--- src/rtl/ibexc_trace_pkg.sv ---
// Shared types and record layout for the retirement trace buffer.
// Defining IBEXC_TRACE_TSTAMP_EN appends a 32-bit mcycle timestamp to each record.
package ibexc_trace_pkg;

  typedef enum logic [1:0] {
    IDLE   = 2'd0,
    ARMED  = 2'd1,
    POST   = 2'd2,
    FROZEN = 2'd3
  } trace_state_e;

  localparam int unsigned PC_LSB     = 0;
  localparam int unsigned INSN_LSB   = 32;
  localparam int unsigned WDATA_LSB  = 64;
  localparam int unsigned RD_LSB     = 96;
  localparam int unsigned TRAP_BIT   = 101;
  localparam int unsigned WTAG_BIT   = 102;
  localparam int unsigned TSTAMP_LSB = 103;

`ifdef IBEXC_TRACE_TSTAMP_EN
  localparam int unsigned TRACE_REC_W = 135;
`else
  localparam int unsigned TRACE_REC_W = 103;
`endif

endpackage

--- src/rtl/ibexc_trace_ram.sv ---
// Trace record storage: one write port, one asynchronous read port.
// Contents are never reset; the buffer masks them while empty.
module ibexc_trace_ram
  import ibexc_trace_pkg::*;
#(
  parameter int unsigned Depth = 16,
  parameter int unsigned Width = TRACE_REC_W
) (
  input  logic                     clk_i,
  input  logic                     we,
  input  logic [$clog2(Depth)-1:0] waddr,
  input  logic [Width-1:0]         wdata,
  input  logic [$clog2(Depth)-1:0] raddr,
  output logic [Width-1:0]         rdata
);

  logic [Width-1:0] mem [Depth];

  always_ff @(posedge clk_i) begin
    if (we) begin
      mem[waddr] <= wdata;
    end
  end

  assign rdata = mem[raddr];

endmodule

--- src/rtl/ibexc_trace_buffer.sv ---
// Retirement trace buffer with PC trigger, post-trigger window and FIFO readout.
// Optional timestamp field enabled by defining IBEXC_TRACE_TSTAMP_EN.
module ibexc_trace_buffer
  import ibexc_trace_pkg::*;
#(
  parameter int unsigned Depth    = 16,
  parameter int unsigned PostTrig = 8
) (
  input  logic                     clk_i,
  input  logic                     rst_ni,
  input  logic                     trace_en_i,
  input  logic                     wrap_mode_i,
  input  logic                     trig_en_i,
  input  logic [31:0]              trig_pc_i,
  input  logic                     clear_i,
  input  logic                     rvfi_valid_i,
  input  logic [31:0]              rvfi_pc_rdata_i,
  input  logic [31:0]              rvfi_insn_i,
  input  logic [31:0]              rvfi_rd_wdata_i,
  input  logic [4:0]               rvfi_rd_addr_i,
  input  logic                     rvfi_trap_i,
  input  logic                     rvfi_rd_wtag_i,
  input  logic [63:0]              rvfi_ext_mcycle_i,
  output logic                     rd_valid_o,
  input  logic                     rd_ready_i,
  output logic [TRACE_REC_W-1:0]   rd_data_o,
  output logic [$clog2(Depth):0]   level_o,
  output logic                     overflow_o,
  output logic                     triggered_o,
  output logic                     frozen_o
);

  localparam int unsigned AW = $clog2(Depth);
  localparam int unsigned LW = AW + 1;
  localparam int unsigned CW = (PostTrig == 0) ? 1 : $clog2(PostTrig + 1);

  trace_state_e   state_reg, state_next;
  logic [AW-1:0]  wr_ptr_reg, wr_ptr_next;
  logic [AW-1:0]  rd_ptr_reg, rd_ptr_next;
  logic [LW-1:0]  level_reg, level_next;
  logic [CW-1:0]  post_cnt_reg, post_cnt_next;
  logic           overflow_reg, overflow_next;
  logic           triggered_reg, triggered_next;

  logic                   we;
  logic [TRACE_REC_W-1:0] rec;
  logic [TRACE_REC_W-1:0] ram_rdata;
  logic                   full;
  logic                   capture;
  logic                   pop;
  logic                   push_ok;
  logic                   adv_rd;
  logic                   trig_hit;

  always_comb begin
    rec = '0;
    rec[PC_LSB +: 32]    = rvfi_pc_rdata_i;
    rec[INSN_LSB +: 32]  = rvfi_insn_i;
    rec[WDATA_LSB +: 32] = rvfi_rd_wdata_i;
    rec[RD_LSB +: 5]     = rvfi_rd_addr_i;
    rec[TRAP_BIT]        = rvfi_trap_i;
    rec[WTAG_BIT]        = rvfi_rd_wtag_i;
`ifdef IBEXC_TRACE_TSTAMP_EN
    rec[TSTAMP_LSB +: 32] = rvfi_ext_mcycle_i[31:0];
`endif
  end

  // Only the low timestamp word is ever recorded.
  logic unused_mcycle;
`ifdef IBEXC_TRACE_TSTAMP_EN
  assign unused_mcycle = ^rvfi_ext_mcycle_i[63:32];
`else
  assign unused_mcycle = ^rvfi_ext_mcycle_i;
`endif

  assign full     = (level_reg == LW'(Depth));
  assign capture  = !clear_i && rvfi_valid_i && trace_en_i &&
                    ((state_reg == ARMED) || (state_reg == POST));
  assign pop      = !clear_i && rd_valid_o && rd_ready_i;
  assign trig_hit = trig_en_i && (rvfi_pc_rdata_i == trig_pc_i);
  // A full buffer accepts a record if space frees this cycle or wrapping is allowed.
  assign push_ok  = capture && (!full || pop || wrap_mode_i);
  assign adv_rd   = pop || (capture && full && wrap_mode_i);
  assign we       = push_ok;

  always_comb begin
    state_next     = state_reg;
    wr_ptr_next    = wr_ptr_reg;
    rd_ptr_next    = rd_ptr_reg;
    level_next     = level_reg;
    post_cnt_next  = post_cnt_reg;
    overflow_next  = overflow_reg;
    triggered_next = triggered_reg;

    if (clear_i) begin
      state_next     = IDLE;
      wr_ptr_next    = '0;
      rd_ptr_next    = '0;
      level_next     = '0;
      post_cnt_next  = '0;
      overflow_next  = 1'b0;
      triggered_next = 1'b0;
    end else begin
      if (push_ok) begin
        wr_ptr_next = wr_ptr_reg + AW'(1);
      end
      if (adv_rd) begin
        rd_ptr_next = rd_ptr_reg + AW'(1);
      end
      if (push_ok && !adv_rd) begin
        level_next = level_reg + LW'(1);
      end else if (adv_rd && !push_ok) begin
        level_next = level_reg - LW'(1);
      end
      if (capture && full && !pop) begin
        overflow_next = 1'b1;
      end

      case (state_reg)
        IDLE: begin
          if (trace_en_i) state_next = ARMED;
        end
        ARMED: begin
          if (!trace_en_i) begin
            state_next = IDLE;
          end else if (capture && trig_hit) begin
            triggered_next = 1'b1;
            post_cnt_next  = CW'(PostTrig);
            state_next     = (PostTrig == 0) ? FROZEN : POST;
          end
        end
        POST: begin
          if (!trace_en_i) begin
            state_next = IDLE;
          end else if (capture) begin
            post_cnt_next = post_cnt_reg - CW'(1);
            if (post_cnt_reg == CW'(1)) state_next = FROZEN;
          end
        end
        FROZEN: begin
          if (!trace_en_i) state_next = IDLE;
        end
        default: state_next = IDLE;
      endcase
    end
  end

  always_ff @(posedge clk_i or negedge rst_ni) begin
    if (!rst_ni) begin
      state_reg     <= IDLE;
      wr_ptr_reg    <= '0;
      rd_ptr_reg    <= '0;
      level_reg     <= '0;
      post_cnt_reg  <= '0;
      overflow_reg  <= 1'b0;
      triggered_reg <= 1'b0;
    end else begin
      state_reg     <= state_next;
      wr_ptr_reg    <= wr_ptr_next;
      rd_ptr_reg    <= rd_ptr_next;
      level_reg     <= level_next;
      post_cnt_reg  <= post_cnt_next;
      overflow_reg  <= overflow_next;
      triggered_reg <= triggered_next;
    end
  end

  ibexc_trace_ram #(
    .Depth(Depth),
    .Width(TRACE_REC_W)
  ) u_ram (
    .clk_i (clk_i),
    .we    (we),
    .waddr (wr_ptr_reg),
    .wdata (rec),
    .raddr (rd_ptr_reg),
    .rdata (ram_rdata)
  );

  assign rd_valid_o  = (level_reg != '0);
  // Uninitialised storage stays hidden until something has been written.
  assign rd_data_o   = rd_valid_o ? ram_rdata : '0;
  assign level_o     = level_reg;
  assign overflow_o  = overflow_reg;
  assign triggered_o = triggered_reg;
  assign frozen_o    = (state_reg == FROZEN);

endmodule

--- config.mk ---
export PLATFORM = sky130hd
export DESIGN_NAME = ibexc_trace_buffer
export DESIGN_NICKNAME = d
export VERILOG_FILES = /design/src/rtl/ibexc_trace_pkg.sv /design/src/rtl/ibexc_trace_ram.sv /design/src/rtl/ibexc_trace_buffer.sv
export SDC_FILE = /design/constraint.sdc
export NUM_CORES = 1
export LEC_CHECK = 0
export ABC_AREA = 1
export CORE_MARGIN = 1.5
export CORE_UTILIZATION = 25
export DETAILED_ROUTE_END_ITERATION = 16
export GPL_ROUTABILITY_DRIVEN = 0
export MAX_ROUTING_LAYER = met4
export PLACE_DENSITY = 0.51
export SETUP_SLACK_MARGIN = 0.4
export SLEW_MARGIN = 30
export SYNTH_ARGS = -nofsm -noshare
export SYNTH_HDL_FRONTEND = slang
export SYNTH_SLANG_ARGS = --single-unit
--- constraint.sdc ---
create_clock -name clk_i -period 5.7 [get_ports clk_i]
set_input_delay 1.425 -clock clk_i [delete_from_list [all_inputs] [get_ports clk_i]]
set_output_delay 1.425 -clock clk_i [all_outputs]
set_load 0.01 [all_outputs]
# [Yosys cells after proc, flatten, opt, wreduce, memory -nomap -nowiden]
# Memories as Yosys holds them, arrays and structs flattened.
# Index checks and enable logic that the tools add are counted.
[totals] reg_bits=21 mem_bits_rw=1648 mem_count=1
[op_classes] addsub=5 n_eq_ne=15 n_mux=31 reduce_logical=35
[mem_list] name="u_ram.mem" depth=16 width=103 read_ports=1 rd_clocked_by_memory_dff=0 write_ports=1 line="ibexc_trace_ram.sv:17" rtl="logic [Width-1:0] mem [Depth];"
[op_table] operator="103-bit 2-to-1 mux" n=1
[op_table] operator="4-bit 2-to-1 mux" n=9
[op_table] operator="32-bit == test" n=1
[op_table] operator="2-bit 2-to-1 mux" n=8
[op_table] operator="5-bit 2-to-1 mux" n=3
[op_table] operator="3-bit inequality test (second input constant)" n=5
[op_table] operator="1-bit logical AND" n=13
[op_table] operator="2-bit nonzero test" n=6
[op_table] operator="5-bit AND reduction" n=2
[op_table] operator="4-bit by 1-bit adder with 4-bit output (second input constant)" n=2
[op_table] operator="1-bit 2-to-1 mux" n=8
[op_table] operator="4-bit by 3-bit inequality test with 1-bit output (second input constant)" n=2
[op_table] operator="2-bit case mux with 4 select lines" n=1
[op_table] operator="4-bit case mux with 2 select lines" n=1
[op_table] operator="3-bit nonzero test" n=2
[op_table] operator="5-bit by 1-bit adder with 5-bit output (second input constant)" n=1
[op_table] operator="5-bit == test (second input constant)" n=1
[op_table] operator="1-bit zero test" n=5
[op_table] operator="5-bit nonzero test" n=1
[op_table] operator="5-bit by 1-bit subtractor with 5-bit output (second input constant)" n=1
[op_table] operator="2-bit == test (second input constant)" n=2
[op_table] operator="4-bit by 1-bit == test with 1-bit output (second input constant)" n=1
[op_table] operator="1-bit logical OR" n=4
[op_table] operator="4-bit inequality test (second input constant)" n=1
[op_table] operator="5 further kinds" n=5

# [Depth between registers and ports, before layout]
# Gate-level depths: netlist (run 1).
[depth] word_depth=11 mapped_depth=15 mapped_depth_nobuf=15

# [Cells and area by module]
# Synthesis (run 1) repeated with hierarchy kept, for this count alone.
[unflattened] cells_unflattened=7175 area_unflattened_um2=73088.8
[modules_own_cells] module="ibexc_trace_ram" instances=1 cells_each=6656 area_each_um2=70282.4
[modules_own_cells] module="ibexc_trace_buffer" instances=1 cells_each=519 area_each_um2=2806.4

# [Worst setup path before layout (run 1)]
# Ideal clock, no wire load.
[synth_timing] path_type="input-to-reg" start="in clear_i" end="mem u_ram.mem[11][0] in the netlist's numbering, enable pin" t_arrival_ns=6.445 path_slack_ns=-1.311 stages=8 path_buffers=1 path_cell_list="buf_6 inv_2 nand2_2 nor2_4 nand2_2 nor2_1 inv_1 nor2_1"
[synth_via] elab_chain_len=8 word_cells_on_any_way=11 classes_between="2 x mux; 9 x reduce/logical"
[synth_lines] element="start, declared" line="ibexc_trace_buffer.sv:15" rtl="input logic clear_i,"
[synth_lines] element="1-bit zero test (*)" line="ibexc_trace_buffer.sv:77, ibexc_trace_buffer.sv:79"
[synth_lines] element="1-bit logical AND (2 in a row)" line="ibexc_trace_buffer.sv:79" rtl="assign pop = !clear_i && rd_valid_o && rd_ready_i;"
[synth_lines] element="1-bit logical OR (2 in a row)" line="ibexc_trace_buffer.sv:82" rtl="assign push_ok = capture && (!full || pop || wrap_mode_i);"
[synth_lines] element="1-bit logical AND (*)" line="ibexc_trace_buffer.sv:82"
[synth_lines] element="1-bit 2-to-1 mux (*)" line="ibexc_trace_ram.sv:20" rtl="if (we) begin"
[synth_lines] element="1-bit 2-to-1 mux (not written as such) (*)" line="ibexc_trace_ram.sv:21" rtl="mem[waddr] <= wdata;"
[synth_lines] element="end, declared" line="ibexc_trace_ram.sv:17"
# Every way passes the cells marked *; elsewhere a longest branch is shown, timed or not.

# [Worst setup path after layout (run 1)]
[layout_timing] start="reg rd_ptr_reg[3]" end="out rd_data_o[15]"
[layout_via] elab_chain_len=2
[layout_lines] element="start, declared" line="ibexc_trace_buffer.sv:39" rtl="logic [AW-1:0] rd_ptr_reg, rd_ptr_next;"
[layout_lines] element="start signal, assigned" line="ibexc_trace_buffer.sv:160" rtl="rd_ptr_reg <= rd_ptr_next;"
[layout_lines] element="memory read 16 x 103 bit"
[layout_lines] element="103-bit 2-to-1 mux" line="ibexc_trace_buffer.sv:182" rtl="assign rd_data_o = rd_valid_o ? ram_rdata : '0;"
[layout_lines] element="end, declared" line="ibexc_trace_buffer.sv:26" rtl="output logic [TRACE_REC_W-1:0] rd_data_o,"
# Every way passes these cells.

==> results of run 1 <==
[layout make-up]
type | count | area [um2] | share of cell area (%)
repair buffers | 370 | 4289 | 5.447
well taps | 3515 | 4398 | 5.585
clock inverters | 102 | 978.4 | 1.243
inverters | 74 | 340.3 | 0.4322
flip-flops and latches | 1669 | 50030 | 63.53
clock buffers | 226 | 4762 | 6.048
repair inverters | 2 | 32.53 | 0.04131
diodes | 16 | 40.04 | 0.05085
multi-input cells | 2616 | 13870 | 17.62
[path summary, 6_finish.rpt]
path                                  from         endpoint
min in group asynchronous           rst_ni      triggered_o
setup / recovery             rd_ptr_reg[3]    rd_data_o[15]
hold / removal             post_cnt_reg[1]  post_cnt_reg[1]
hold reg to reg            post_cnt_reg[1]  post_cnt_reg[1]
setup reg to reg                level_o[2]       level_o[4]
max in group asynchronous           rst_ni    rd_ptr_reg[2]
[power by group through the flow]
stage / Sequential [mW] / Combinational (mW) / Clock [mW]
detailed placement: 13.9 / 6.44 / 0
finish: 13.6 / 6.52 / 11.4
global placement: 13.9 / 6.38 / 0
CTS: 13.6 / 6.63 / 11.7
floorplan: 13.9 / 3.24 / 0
global route: 13.6 / 7.11 / 12.1
[routing by layer]
layer,GRT usage [%],part of all wire (%),vias to the layer above
met2,23.61,47,1240
met3,2.764,5.9,266
met4,3.539,1.8,0
li1,-,-,18470
met1,20.04,46,21140
met5,-,0,-
[synth_stat cells]
cell type and n:
sky130_fd_sc_hd__a211oi_1 2, sky130_fd_sc_hd__a21oi_1 113, sky130_fd_sc_hd__a21oi_4 1, sky130_fd_sc_hd__a31oi_1 2, sky130_fd_sc_hd__buf_1 7, sky130_fd_sc_hd__buf_12 1, sky130_fd_sc_hd__buf_2 55, sky130_fd_sc_hd__buf_4 32
sky130_fd_sc_hd__buf_6 27, sky130_fd_sc_hd__buf_8 2, sky130_fd_sc_hd__clkbuf_1 225, sky130_fd_sc_hd__clkbuf_2 7, sky130_fd_sc_hd__clkinv_1 1, sky130_fd_sc_hd__dfrtp_1 21, sky130_fd_sc_hd__edfxtp_1 1648, sky130_fd_sc_hd__fa_1 1
sky130_fd_sc_hd__ha_1 16, sky130_fd_sc_hd__inv_1 67, sky130_fd_sc_hd__inv_2 4, sky130_fd_sc_hd__inv_4 1, sky130_fd_sc_hd__inv_6 1, sky130_fd_sc_hd__nand2_1 98, sky130_fd_sc_hd__nand2_2 4, sky130_fd_sc_hd__nand2_4 1
sky130_fd_sc_hd__nand3_1 107, sky130_fd_sc_hd__nand3_2 2, sky130_fd_sc_hd__nand4_1 2, sky130_fd_sc_hd__nor2_1 874, sky130_fd_sc_hd__nor2_4 2, sky130_fd_sc_hd__nor3_1 2, sky130_fd_sc_hd__nor3_2 1, sky130_fd_sc_hd__o211ai_1 117
sky130_fd_sc_hd__o21a_1 1, sky130_fd_sc_hd__o21ai_0 826, sky130_fd_sc_hd__o21ai_1 16, sky130_fd_sc_hd__o221ai_1 295, sky130_fd_sc_hd__o22ai_1 117, sky130_fd_sc_hd__or2_2 2, sky130_fd_sc_hd__xnor2_1 8, sky130_fd_sc_hd__xor2_1 6
[cell families after synthesis]
group	after synthesis	synth area share, %
flops	1669	76.07
compound gates	1490	13.73
simple gates	1095	6.552
buf+inv	430	3.134
fa+ha+maj	17	0.3349
xor+xnor	14	0.1865
[worst min-delay path: cells and delay by family, from the launching register on]
kind             cells  cell delay (ns)
flip-flops           1             0.37
AND/OR/NAND/NOR      2             0.11
[timing repair]
item | in CTS | in global routing
endpoints found under the setup margin | 83 | 23
pin swaps | 0 | 0
setup buffers | 5 | 0
cloned | 3 | 1
resized for setup | 21 | 19
[metrics by stage]
step                      cell area, um2  setup TNS [ns]
final                              78740               0
after global placement             72650               0
after CTS                          78610               0
after detailed placement           72650               0
after global routing               78730               0
after floorplan                    65760        -1741.87
==> run summary, run 1 <==
The flow ran to the end, and the final reports show no timing, DRC or antenna violations. In this run the vertical extent of the chip is 515.8 um. The final max-slew violation count is 0, and the synthesized area per cell is 13.94 um2. The tree is rooted in a sky130_fd_sc_hd__clkbuf_16.

The depth of the worst hold-timing path came out at 2. The boundary pin count is 319. The detailed-route via count is 41.12k. More flip-flops sit in one register than any other, and that register is u_ram.mem.

Clock-pin slew was measured on the worst setup and hold paths at 0.06 ns. At the pin with the least slew margin, the transition time is 1.119 ns. The clock network burns 36.1% of the power.

The cell class contributing the biggest share of worst-path delay was buffers and inverters. The initial antenna violation count was 28; the fraction of power spent switching nets was 29.18%. Sequential elements use 76.07% of the synthesized area. The H-tree depth reported by CTS was 4; the cell count after synthesis was 4715. The critical path runs through a total of 4 cells.

The number of port buffers was 254; the remaining number of nets flagged by the antenna check after routing was 0. The tools report the sequential share of power as 43.2%. The run gives 3820 as the DRC marker count from the first detailed-route iteration. The total buffers and inverters traversed by the critical path was 2. In the final layout, the share of cells above drive strength 1 is 8.539%.

Leaving out fill and tap cells, the most frequent cell in the layout is sky130_fd_sc_hd__edfxtp_1. The tools report the starting density of the core as 25.09%. Along the worst path, the maximum fanout reaches 82. The logs give 0 for the number of design rule violations left after detail routing and 1669 for the total number of clock tree sinks. The library cells used most frequently in the layout, excluding fill and tap cells, are 1648 x sky130_fd_sc_hd__edfxtp_1, 858 x sky130_fd_sc_hd__nor2_1, 826 x sky130_fd_sc_hd__o21ai_0, 295 x sky130_fd_sc_hd__o221ai_1, 250 x sky130_fd_sc_hd__clkdlybuf4s50_1. In this run, placement finished with an instance count of 8237.

After detailed routing, the total wire length is 199.4 mm. For the leakage power, the log shows 24.23 nW. Cell taking the most area after synthesis: sky130_fd_sc_hd__edfxtp_1.

In this run the core area contains 188 standard-cell rows. In this run the worst hold path is classified as reg -> reg. The register with the most flip-flops in the layout has 1648 of them.

The tool flagged a number of max-cap violations equal to 0. The post-synthesis net count is 4939. TritonCTS built the clock tree. Ranked by total cell area, the synthesized netlist is headed by sky130_fd_sc_hd__edfxtp_1 75%, sky130_fd_sc_hd__o21ai_0 6.3%, sky130_fd_sc_hd__nor2_1 5.0%. The tools report the via count of the first global-routing pass as 40.68k. The worst pin sits at a relative slew slack of 25.43%. Timing would allow up to 194.1 MHz.

The cell area that synthesis handed to floorplanning was 0.06575 mm2. For this design, the CTS-stage hold fixing added 0 buffers. Across all hold checks on the routed design, the worst slack comes to 0.5044 ns. The area growth from synthesis to layout is 19.76%.

Counting distinct cell types in the post-synthesis netlist gives 40. The global-route total usage across every layer came out at 15.03%. The run gives 26.21k as the final-layout fill cell count. Overall power consumption after layout is estimated at 31.52 mW. IR analysis of the VDD net gives a maximum drop of 0.4039 mV. The share of the cycle needed by the critical path after routing was 90.38%; the die footprint was 0.2661 mm2. The total overflow left after global routing is 0. The tools report the clock insertion delay at the later pin of the skew report as 0.81 ns. The final-report setup violation count was 0. The core region is 0.2620 mm2.

Path type of the worst setup path: reg -> out. Across all register-to-register paths, the minimum setup slack is 2.47 ns. The tools report the least setup slack across all paths after layout as 0.5483 ns. The critical path goes through buf_12 > nand3_1 > a21oi_1 > clkdlybuf4s50_1. For the arrival time of the worst setup path, the log shows 3.73 ns.

STA puts the critical path data required time at 4.28 ns. The tools report the endpoint class of the critical path as an output pin. The pre-antenna-repair detailed-routing pass consisted of 5 iterations. The count of non-filler cells in the finished layout is 8590. The first global-routing pass estimated 286.0 mm of wire. The number of cells traversed by the worst register-to-register path was 16; the internal portion of total power was 22.32 mW. After the last flow step, the layout net total stands at 5135.

The maximum count of clock buffers along a single path is 3. Setup repair after global routing could not meet its margin everywhere. The critical path launch point type was a flop. The die width is 515.8 um. Entering global routing, the biggest net connects 149 pins.

In the routed layout, each cell is associated on average with a via count of 4.786. The run gives 178 as the number of buffers created by CTS. The placed wire-length estimate after detailed placement is 97.67 mm.

In this run, the combinational gates consume 20.7% of the power. The synthesized design contains 1669 register bits. The ratio of total power to cell area works out to 400.3 mW/mm2.

Cells fill 30.05% of the core in the end. The cell with the largest stage delay on the worst path was sky130_fd_sc_hd__dfrtp_4. For this design the total switching power over the nets is 9.196 mW. The largest single stage delay on the critical path is 0.75 ns.

After layout, the minimum clock period comes to 5.152 ns. Number of warning messages in the yosys log: 0. The count of endpoints failing hold in the final timing report was 0. In the final routed layout, each cell accounts on average for 23.22 um. The share of synthesized area in the top cell type comes to 75.27%.

Prior to clock tree synthesis, the placed netlist has a worst setup slack of 0.9156 ns. The final worst clock skew is 0.05751 ns.
(Power assumes the default switching activity.)
==> run 2, diff against run 1 <==
--- a/config.mk
+++ b/config.mk
@@ -9,10 +9,10 @@
 export CORE_MARGIN = 1.5
 export CORE_UTILIZATION = 25
 export DETAILED_ROUTE_END_ITERATION = 16
-export GPL_ROUTABILITY_DRIVEN = 0
 export MAX_ROUTING_LAYER = met4
 export PLACE_DENSITY = 0.51
 export SETUP_SLACK_MARGIN = 0.4
+export SKIP_CTS_REPAIR_TIMING = 1
 export SLEW_MARGIN = 30
 export SYNTH_ARGS = -nofsm -noshare
 export SYNTH_HDL_FRONTEND = slang
==> constraint.sdc (replaced) <==
create_clock -name clk_i -period 4.6 [get_ports clk_i]
set_input_delay 1.15 -clock clk_i [delete_from_list [all_inputs] [get_ports clk_i]]
set_output_delay 1.15 -clock clk_i [all_outputs]
set_load 0.01 [all_outputs]
==> run summary, run 2 (synthesis gave the netlist of run 1 again) <==
The net load switching power came out at 12.08 mW. Global routing consumed, over all layers together, 15.13% of the routing resources. The wire length of the first global-routing pass came out at 286.6 mm. The die width came out at 515.8 um. The global routing stage identified its most utilized layer as met2.

The clock input transition at the sequential cells of the worst setup and hold paths works out to 0.06 ns. Maximum count of clock buffers along a single path: 3. The sequential share of power was 41.9%. The number of port buffers is 254, and the boundary pin count is 319. The worst setup path is launched from a flop. The floorplan step set the die height to 515.8 um. The tools report the reg-to-reg critical path startpoint as level_o[0]. Detailed placement finished with a half-perimeter wire length of 105.9 mm.

The initial antenna violation count came out at 37. After the last flow step, the layout net total stands at 5317. The worst-case register-to-register setup slack is 1.37 ns, and the worst path required time is 3.45 ns. The count of endpoints failing hold in the final timing report was 0.

The core area is 0.2620 mm2. The most common library cell in the layout ignoring fill and taps was sky130_fd_sc_hd__edfxtp_1. The area growth from synthesis to layout is 24.68%, and the setup slack after placement is 0.4871 ns. Clock skew on the completed layout was measured at 0.05986 ns. The clock period minus worst slack came out at 4.506 ns.

Global routing used 23.19% of the available met2 tracks. Counting buffers and inverters, the worst setup path is 9 cells deep. The flow ran to the end, and the final reports show no timing, DRC or antenna violations.

The first-pass detailed-route iteration total is 5, and the DRC marker count from the first detailed-route iteration is 4262. The flip-flop count of the largest register after layout came out at 1648. The path class of the tightest hold or removal check is reg -> reg.

The die footprint came out at 0.2661 mm2. The end point of the critical path was rd_data_o[15]. In the final layout, the share of cells above drive strength 1 is 12.72%. The placed cell area came out at 0.07386 mm2.

The count of nets left with antenna violations once routing finished came out at 0. Setup violations remaining at the end of the flow were counted as 0. The final max-slew violation count is 0, and the fraction of power spent switching nets is 30.01%. The logs give 26.58 nW for the leakage power and 188 for the number of placement rows. Max-cap violations in this run came to 0.

The clock network burns 34.6% of the power. The global routing met1 resource utilization came out at 20.17%. TritonCTS built the clock tree. For met3 alone, demand over resource in global routing was 3.185%. The critical path in this run is classified as reg -> out. For the worst setup path, the data arrival time is 3.36 ns. Traced cell by cell, the critical path runs through buf_12 > inv_16 > buf_16 > o21ai_0 > o221ai_1 > nand3_1 > a21oi_2 > buf_4 > clkdlybuf4s50_1. Setup repair after global routing could not meet its margin everywhere. After layout, the worst setup slack is 0.09380 ns. At the pin with the least slew margin, the transition time is 0.9038 ns. The run gives 28.17 mW as the internal portion of total power. The clock insertion delay at the later pin of the skew report was 0.82 ns.

The share of total power dissipated in combinational logic is 23.5%. The detailed router placed 42.48k vias in this run. Dividing the final minimum period by the clock period gives 97.96%. The total wirelength of the detailed-routed design is 214.5 mm, and the mean routed wirelength per cell is 24.46 um. In this run, CTS created clock tree buffers numbering 177. The endpoint class of the critical path was an output pin.

The critical path contains buffers and inverters numbering 5 combined. The ratio of total power to cell area was 490.9 mW/mm2; the worst ir drop on vdd was 0.5001 mV. On the worst path, the slowest cell contributes a delay of 0.54 ns. Most flop-heavy register: u_ram.mem. For this run, design rule violations remaining after detail routing come to 0. The tools report the worst setup path startpoint as rd_ptr_reg[0].

The cell sitting at the root of the clock tree is a sky130_fd_sc_hd__clkbuf_16. The largest driver fanout on the critical path came out at 26. After routing the design area is 0.08198 mm2. At the end of the flow the core is filled with cells to 31.28%.

The tools report the terminus of the critical flop-to-flop path as level_o[4]. The cell with the largest stage delay on the worst path is sky130_fd_sc_hd__clkdlybuf4s50_1. The total overflow left after global routing is 0. The logs give 1669 for the total number of clock tree sinks and 39.56% for the relative slew slack. Entering global routing, the biggest net connects 139 pins. For this run, the top clock speed supported by timing is 221.9 MHz. In this run the number of H-tree levels came out at 4. For the starting density of the core, the log shows 25.09%. After detailed routing, the number of vias per cell comes to 4.843. The top cell types in the final layout, fill and taps aside, are 1648 x sky130_fd_sc_hd__edfxtp_1, 857 x sky130_fd_sc_hd__nor2_1, 822 x sky130_fd_sc_hd__o21ai_0, 292 x sky130_fd_sc_hd__o221ai_1, 217 x sky130_fd_sc_hd__clkbuf_16. The cell class contributing the biggest share of worst-path delay was buffers and inverters.

The routability congestion estimate is 0.7528, and the via count of the first global-routing pass is 40.61k. Counting cells, the worst reg-to-reg path comes to 16.
[run 2: power by group through the flow]
stage               clock network [mW]  logic, mW  registers [mW]
detailed placement                   0       8.29            17.2
floorplan                            0       4.02            17.2
global route                      14.7       10.2            16.9
finish                            13.9       9.48            16.9
CTS                               14.2       8.32            16.9
global placement                     0       8.24            17.2
[run 2: stage by stage]
step,TNS (ns),std cells,hold WS (ns),total power [mW]
2_1_floorplan,-690.35,4715,0.4642,21.18
3_3_place_gp,0,8332,0.4912,25.44
3_5_place_dp,0,8332,0.5007,25.49
4_1_cts,-18.25,8647,0.5184,39.40
5_1_grt,-0.01621,8761,0.5441,41.83
6_report,0,8770,0.5079,40.25
[run 2: layer usage]
layer	vias to the layer above	wire, um
li1	18880	-
met1	21900	96890
met2	1422	99140
met3	281	14240
met4	0	4250
met5	-	0
[run 2: final cells by class]
type,instances,area [um2]
Tap cell,3515,4398
Fill cell,26040,180100
Multi-Input combinational cell,2616,14120
Timing Repair Buffer,550,7348
Sequential cell,1669,50030
Clock inverter,93,935.9
Inverter,74,334.1
Antenna cell,26,65.06
Clock buffer,222,4641
Timing Repair inverter,5,107.6
[run 2: how the worst min path moves through the flow]
stage,cells after the start,from,end,slack [ns]
floorplan,2,post_cnt_reg[1],post_cnt_reg[1],0.46
global placement,2,post_cnt_reg[1],post_cnt_reg[1],0.49
detailed placement,1,triggered_o,triggered_o,0.50
CTS,1,triggered_o,triggered_o,0.52
global route,1,triggered_o,triggered_o,0.54
finish,1,triggered_o,triggered_o,0.51
